===== src/rtl/multdiv_ctrl.sv =====
`default_nettype none
// ============================================================================
//  Module      : multdiv_ctrl
//  Description : Multi-cycle MULT/MULTU/DIV/DIVU unit with HI/LO result
//                registers, stall request and flush abort.
//  Revision    : 1.0 - initial release
// ============================================================================
module multdiv_ctrl #(
    parameter int MULT_CYCLES = 2
) (
    input  logic        clk,
    input  logic        resetn,
    input  logic        valid,
    input  logic [1:0]  op,
    input  logic [31:0] a,
    input  logic [31:0] b,
    input  logic        flush,
    output logic        busy,
    output logic        done,
    output logic [31:0] hi,
    output logic [31:0] lo
);

    localparam logic [1:0] c_st_idle  = 2'd0;
    localparam logic [1:0] c_st_mul   = 2'd1;
    localparam logic [1:0] c_st_div   = 2'd2;
    localparam logic [1:0] c_st_fix   = 2'd3;
    localparam logic [4:0] c_mul_last = 5'(MULT_CYCLES - 1);
    localparam logic [4:0] c_div_last = 5'd31;

    logic [1:0]  r_state;
    logic [1:0]  w_next;
    logic [4:0]  r_cnt;
    logic [31:0] r_a;
    logic [31:0] r_b;
    logic        r_signed;
    logic [31:0] r_quo;
    logic [31:0] r_rem;
    logic [31:0] r_div;
    logic        r_done;
    logic [31:0] r_hi;
    logic [31:0] r_lo;

    logic        w_accept;
    logic        w_commit;
    logic [63:0] w_a_ext;
    logic [63:0] w_b_ext;
    logic [63:0] w_prod;
    logic [32:0] w_trial;
    logic [32:0] w_diff;
    logic [31:0] w_hi;
    logic [31:0] w_lo;

    assign w_accept = (r_state == c_st_idle) & valid & ~flush;
    assign w_commit = ~flush & (((r_state == c_st_mul) & (r_cnt == c_mul_last)) |
                                (r_state == c_st_fix));

    assign busy = w_accept | (r_state != c_st_idle);
    assign done = r_done;
    assign hi   = r_hi;
    assign lo   = r_lo;

    // Sign/zero extension to 64 bits makes one multiplier serve both MULT and MULTU.
    assign w_a_ext = {{32{r_signed & r_a[31]}}, r_a};
    assign w_b_ext = {{32{r_signed & r_b[31]}}, r_b};
    assign w_prod  = w_a_ext * w_b_ext;

    assign w_trial = {r_rem, r_quo[31]};
    assign w_diff  = w_trial - {1'b0, r_div};

    always_comb begin
        w_hi = w_prod[63:32];
        w_lo = w_prod[31:0];
        if (r_state != c_st_mul) begin
            if (r_b == 32'd0) begin
                w_hi = r_a;
                w_lo = 32'hFFFF_FFFF;
            end else begin
                w_lo = (r_signed & (r_a[31] ^ r_b[31])) ? -r_quo : r_quo;
                w_hi = (r_signed & r_a[31]) ? -r_rem : r_rem;
            end
        end
    end

    always_comb begin
        w_next = r_state;
        case (r_state)
            c_st_idle: if (w_accept) w_next = op[1] ? c_st_div : c_st_mul;
            c_st_mul:  if (flush || (r_cnt == c_mul_last)) w_next = c_st_idle;
            c_st_div: begin
                if (flush)                    w_next = c_st_idle;
                else if (r_cnt == c_div_last) w_next = c_st_fix;
            end
            c_st_fix:  w_next = c_st_idle;
            default:   w_next = c_st_idle;
        endcase
    end

    always_ff @(posedge clk or negedge resetn) begin
        if (!resetn) r_state <= c_st_idle;
        else         r_state <= w_next;
    end

    always_ff @(posedge clk or negedge resetn) begin
        if (!resetn) begin
            r_cnt    <= 5'd0;
            r_a      <= 32'd0;
            r_b      <= 32'd0;
            r_signed <= 1'b0;
            r_quo    <= 32'd0;
            r_rem    <= 32'd0;
            r_div    <= 32'd0;
            r_done   <= 1'b0;
            r_hi     <= 32'd0;
            r_lo     <= 32'd0;
        end else begin
            r_done <= w_commit;
            if (w_commit) begin
                r_hi <= w_hi;
                r_lo <= w_lo;
            end
            if (w_accept) begin
                r_a      <= a;
                r_b      <= b;
                r_signed <= ~op[0];
                r_cnt    <= 5'd0;
                r_rem    <= 32'd0;
                r_quo    <= (~op[0] & a[31]) ? -a : a;
                r_div    <= (~op[0] & b[31]) ? -b : b;
            end else if (r_state == c_st_mul) begin
                r_cnt <= r_cnt + 5'd1;
            end else if (r_state == c_st_div) begin
                r_cnt <= r_cnt + 5'd1;
                // Restoring step: keep the subtraction only if it did not go negative.
                if (!w_diff[32]) begin
                    r_rem <= w_diff[31:0];
                    r_quo <= {r_quo[30:0], 1'b1};
                end else begin
                    r_rem <= w_trial[31:0];
                    r_quo <= {r_quo[30:0], 1'b0};
                end
            end
        end
    end

endmodule
`default_nettype wire


===== config.mk =====
export PLATFORM = sky130hd
export DESIGN_NAME = multdiv_ctrl
export DESIGN_NICKNAME = d
export VERILOG_FILES = /design/src/rtl/multdiv_ctrl.sv
export SDC_FILE = /design/constraint.sdc
export NUM_CORES = 2
export LEC_CHECK = 0
export ABC_AREA = 1
export BUFFER_PORTS_ARGS = -buffer_cell sky130_fd_sc_hd__buf_2
export CORE_MARGIN = 3
export CORE_UTILIZATION = 30
export CTS_BUF_LIST = sky130_fd_sc_hd__clkbuf_8 sky130_fd_sc_hd__clkbuf_16
export CTS_CLUSTER_SIZE = 24
export DETAILED_ROUTE_END_ITERATION = 10
export SLEW_MARGIN = 20
export SYNTH_ARGS = -nofsm -noshare
export SYNTH_HDL_FRONTEND = slang
export SYNTH_SLANG_ARGS = --single-unit

===== constraint.sdc =====
create_clock -name clk -period 18.22 [get_ports clk]
set_clock_uncertainty 0.1 [all_clocks]
set_input_delay 1.822 -clock clk [delete_from_list [all_inputs] [get_ports clk]]
set_output_delay 1.822 -clock clk [all_outputs]
set_load 0.05 [all_outputs]

* Word-level counts from Yosys, hierarchy flattened
Index checks and enable logic that the tools add are counted.
** Storage, ports and cells
- Bits in registers :: 233
- Bits in latches :: 0
- Bits in writable memories :: 0
- ROM bits :: 0
- Input bits :: 70
- Output and inout bits :: 66
- Logic and storage cells :: 75
- Memories kept :: 0
** Operators by class
- Add/sub/neg operators :: 6
- Multiply operators :: 1
- Div/mod/pow operators :: 0
- Order comparisons :: 0
- Equality and inequality tests :: 10
- Shift operators :: 0
- Mux-type cells :: 25
- Bitwise operators :: 14
- Reductions and logical operators :: 8
** Operators by type and width (count)
- 32-bit two-way mux :: 15
- 32-bit negator :: 4
- 33-bit by 33-bit multiplier with 64-bit output :: 1
- 33-bit by 32-bit subtractor with 33-bit output :: 1
- 32-bit logical NOT :: 1
- 5-bit two-way mux :: 3
- 2-bit two-way mux :: 5
- 1-bit bitwise AND :: 9
- 2-bit one-hot mux with 4 select lines :: 1
- 2-bit inequality test (second input constant) :: 3
- 5-bit by 1-bit adder with 5-bit output (second input constant) :: 1
- 5-bit by 1-bit equality test with 1-bit output (second input constant) :: 1
- 5-bit equality test (second input constant) :: 1
- 2-bit equality test (second input constant) :: 2
- 2-bit nonzero test :: 2
- 3-bit inequality test (second input constant) :: 1
- 3-bit AND reduction :: 1
- 3-bit nonzero test :: 1
- 2-bit by 1-bit equality test with 1-bit output (second input constant) :: 1
- 2-bit logical NOT :: 1
- 2-bit by 1-bit inequality test with 1-bit output (second input constant) :: 1
- 1-bit NOT :: 2
- 1-bit bitwise OR :: 2
- 2-bit AND reduction :: 1
- other kinds (3) :: 3

* Longest topological paths before layout
- Word-level depth :: 5
- Depth in mapped cells :: 35
- Mapped depth without buffers :: 33

* Worst setup path after synthesis
No wires, ideal clock.
- Kind :: flip-flop to flip-flop
- Start :: register r_a[31]
- End :: register r_hi[29], in the netlist hi[29]
- Setup time :: 77 ps
- Arrival :: 7733 ps
- Path slack :: 10310 ps
- Cell stages (with the launch flop) :: 32
- Buffers on the path :: 4
- Clock period less this slack :: 7910 ps
- Cell sequence :: dfrtp_1 > buf_2 > nand2_1 > clkbuf_1 > clkbuf_1 > buf_1 > nor2_1 > fa_1 > inv_1 > fa_1 > inv_1 > fa_1 > fa_1 > inv_1 > fa_1 > inv_1 > fa_1 > inv_1 > fa_1 > fa_1 > inv_1 > ha_1 > nand2_1 > nor2_1 > inv_1 > nor2_1 > inv_1 > nor4_1 > nand2_1 > nand3_1 > nand3_1 > a21oi_1
** On the way
- Word-level cells in the longest chain between the ends :: 4
- Elaborated cells on any way between the ends :: 5
** Ends and longest elaborated chain
- from (decl) :: line 34 : logic [31:0] r_a;
- from (signal assigned) :: line 107 : r_a <= 32'd0;
- from (signal assigned) :: line 123 : r_a <= a;
- branches (longest 3 deep; another with 33-bit by 33-bit multiplier with 64-bit output)
- 32-bit two-way mux * :: line 74 : if (r_state != c_st_mul) begin
- to (signal assigned) :: line 119 : r_hi <= w_hi;
- to (decl) :: line 41 : logic [31:0] r_hi;
Every way passes the cells marked *.
A chain may end at the register's enable or synchronous reset.

* Final worst setup path
- Start :: register r_a[31]
- End :: register r_hi[26], in the netlist hi[26]
Same word-level chain as after synthesis.

==> results.md <==
* Gate Count Post-Synth at 7338
* Vias in the first global route at 49800
* Die ar. at 190000 sq um
* Tmin final at 9.16 ns
* Hold Path Stages at 2
* H-tree depth at 1
* Die Y at between 400 and 500 um
* Placement row count at around 160
* Tcrit/Tclk final at 0.503
* Register area at between 5000 and 6000 sq um
* CTS tree: yes
* Yosys cell types at 52
* Post-Route WL at ~200000 um
* P&R area growth vs syn at 7.54%
* Clk root buf: clkbuf_16
* Most frequent cells in the layout: 1924 x nand2_1, 1864 x inv_1, 1126 x fa_1
* Worst path arrival time at between 9 and 10 ns
* Number of flops mapped to enable cells by yosys at 0
* Average size of a mapped cell at 7.56 sq um
* Req. time, crit path at 18.58 ns
* Worst Max-Slew Pin Slew at 1.09 ns
* Final Hold Viols at 0
* Sequential element share of the synthesized area at 0.105
* Initial Util at 0.302
* First-pass detailed-route iteration total at 6
* Worst Setup End Kind: flop
* Worst-skew pair later-pin latency at 0.61 ns
* CP max-delay cell: fa_1
* Vias at 47500
* Die Width at about 440 um
* Status: completed
* GRT Total Usage at 0.210
* Max-cap violations at 0
* Layout Nets at between 8000 and 9000
* Initial antenna violation count at 7
* Setup_tns at 0 ns
* Post_cts resized at 0
* Area of the multi-input gates at ~41000 sq um
* Setup CP Type: reg -> reg
* Final ANT Viol Nets at 0
* Synth Register Bits at 232
* Worst slew margin at 0.273
* First-pass GRT wire length at 308000 um
* Largest net degree at the start of global routing at 112
* Avg Vias per Cell at 4.88
* RSZ-0062 raised after global routing: false
* Maximum buffer depth of the clock tree at 3
* WL/cell at between 20 and 25 um
* Initial drt markers at 4000
* Worst setup SP type: flop
* Ratio of cells with drive above 1 in the final layout at 0.0472
* Synth Flop Type: dfrtp_1
* # Post-CTS Setup Buffers at 0
* Yosys warning total at 0
* Clk sinks at 232
* Crit path max fanout at 35
* Core Region at 183000 sq um
* Min-delay worst type: reg -> reg
* Max-slew violation count at 0
* Fillcell total at 19700
* Setup Viol. Count Final at 0
* Maximum clock rate at 109 MHz
* Boundary Pins at 136
* GP Congestion at 1.01
* Total grt overflow at 0
* Ys async rst share at 1.00
* GR Util met2 at 0.354
* Leading cell type in the layout, fill and taps excluded: nand2_1
* CTS clock-pin slew for the worst setup and hold paths at approximately 0.060 ns
* Top Usage Layer GRT: met2
* Port Buffers at approximately 140
* Mapped cell area at 55400 sq um
* DRC viols at 0
* Syn_nets at 8786
* DP Wirelength at 162000 um
* Met3 GRT Util at 0.0209
* Met1 usage at 0.278
* Cts bufs inserted at 31
* Post-cts hold buffer count at 0
* Max stage delay on crit path at 0.84 ns
* Worst R2R Path Depth at 30
[through the flow]
stage,worst slack [ns],hold WS (ns),instance area [sq um],std cells,utilization
CTS,9.19,0.384,59600,9730,0.325
global route,8.44,0.399,59600,9731,0.325
finish,9.06,0.378,59600,9734,0.325
detailed placement,9.21,0.364,58500,9672,0.319
floorplan,10.31,0.353,55400,7338,-
global placement,9.23,0.362,58500,9672,0.319
[critical path, delay by kind of cell (launching register included)]
| family | cells | cell delay [ns] |
|---|---|---|
| buffers and inverters | 10 | 1.96 |
| DFF | 1 | 0.32 |
| adders and majority gates | 9 | 4.72 |
| AOI/OAI and AO/OA | 2 | 0.28 |
| and+or+nand+nor | 9 | 1.58 |
[flip-flops by register name, indices dropped and copies added (netlist names)]
name and cells:
r_signed 1, r_quo 32, r_state 2, done 1
lo 32, r_div 31, r_a 32, r_b 32
r_cnt 5, r_rem 32, hi 32
[worst paths after layout]
| kind | start | endpoint | slack (ns) |
|---|---|---|---|
| worst max-delay path | r_a[31] | hi[26] | 9.06 |
| worst min-delay path | lo[4] | lo[4] | 0.38 |
| worst max register to register | r_a[31] | hi[26] | 9.06 |
| worst min register to register | lo[4] | lo[4] | 0.38 |
| max in group asynchronous | resetn | r_cnt[4] | 15.20 |
| min in group asynchronous | resetn | r_div[27] | 1.11 |
[cell families after synthesis]
| group | share of synthesized area |
|---|---|
| simple gates | 0.202 |
| buf+inv | 0.153 |
| fa+ha+maj | 0.463 |
| compound gates | 0.0652 |
| flops | 0.105 |
| xor+xnor | 0.0117 |
[synthesized netlist by cell type (3+ instances only)]
cell type | count | area [sq um]
buf_1 | 12 | 45.0
inv_2 | 9 | 33.8
buf_6 | 6 | 67.6
a21o_1 | 5 | 37.5
a21boi_0 | 4 | 30.0
nand3b_1 | 12 | 90.1
or2_2 | 9 | 56.3
buf_2 | 27 | 135
fa_1 | 1126 | 22500
clkbuf_1 | 313 | 1170
nand2_2 | 6 | 37.5
ha_1 | 252 | 3150
a22oi_1 | 3 | 22.5
nor2_1 | 428 | 1610
o21ai_0 | 208 | 1040
inv_1 | 1862 | 6990
nand4_1 | 65 | 407
o21ai_2 | 5 | 43.8
dfrtp_1 | 232 | 5810
o21ai_1 | 9 | 45.0
nor3_1 | 45 | 225
a31oi_1 | 24 | 150
o21bai_1 | 31 | 233
nand2_1 | 1925 | 7230
a21oi_1 | 255 | 1280
o22ai_1 | 5 | 31.3
nand3_1 | 263 | 1320
nor2_2 | 5 | 31.3
o211ai_1 | 26 | 195
xnor2_1 | 22 | 193
o21a_1 | 14 | 105
nor3_2 | 6 | 60.1
o31ai_1 | 6 | 45.0
o221ai_1 | 19 | 166
a32oi_1 | 7 | 61.3
xor2_1 | 52 | 455
nor4_1 | 18 | 113
[routing by layer]
layer / vias up / wire [um]
met3: 320 / 12300
met4: 2 / 9560
li1: 21300 / -
met1: 24200 / 82700
met5: - / 13
met2: 1683 / 94900
[area by class of cell]
class | count | area share
antenna | 4 | 0.000168
clock buffer | 31 | 0.0130
clock inverter | 27 | 0.00514
inverter | 1872 | 0.118
multi-input combinational | 4874 | 0.691
sequential | 232 | 0.0975
tap | 2464 | 0.0517
timing repair buffer | 230 | 0.0235
Power is left out: the tool's default activity adds up to more than one toggle a clock period on the data nets, which glitch-free logic cannot reach.
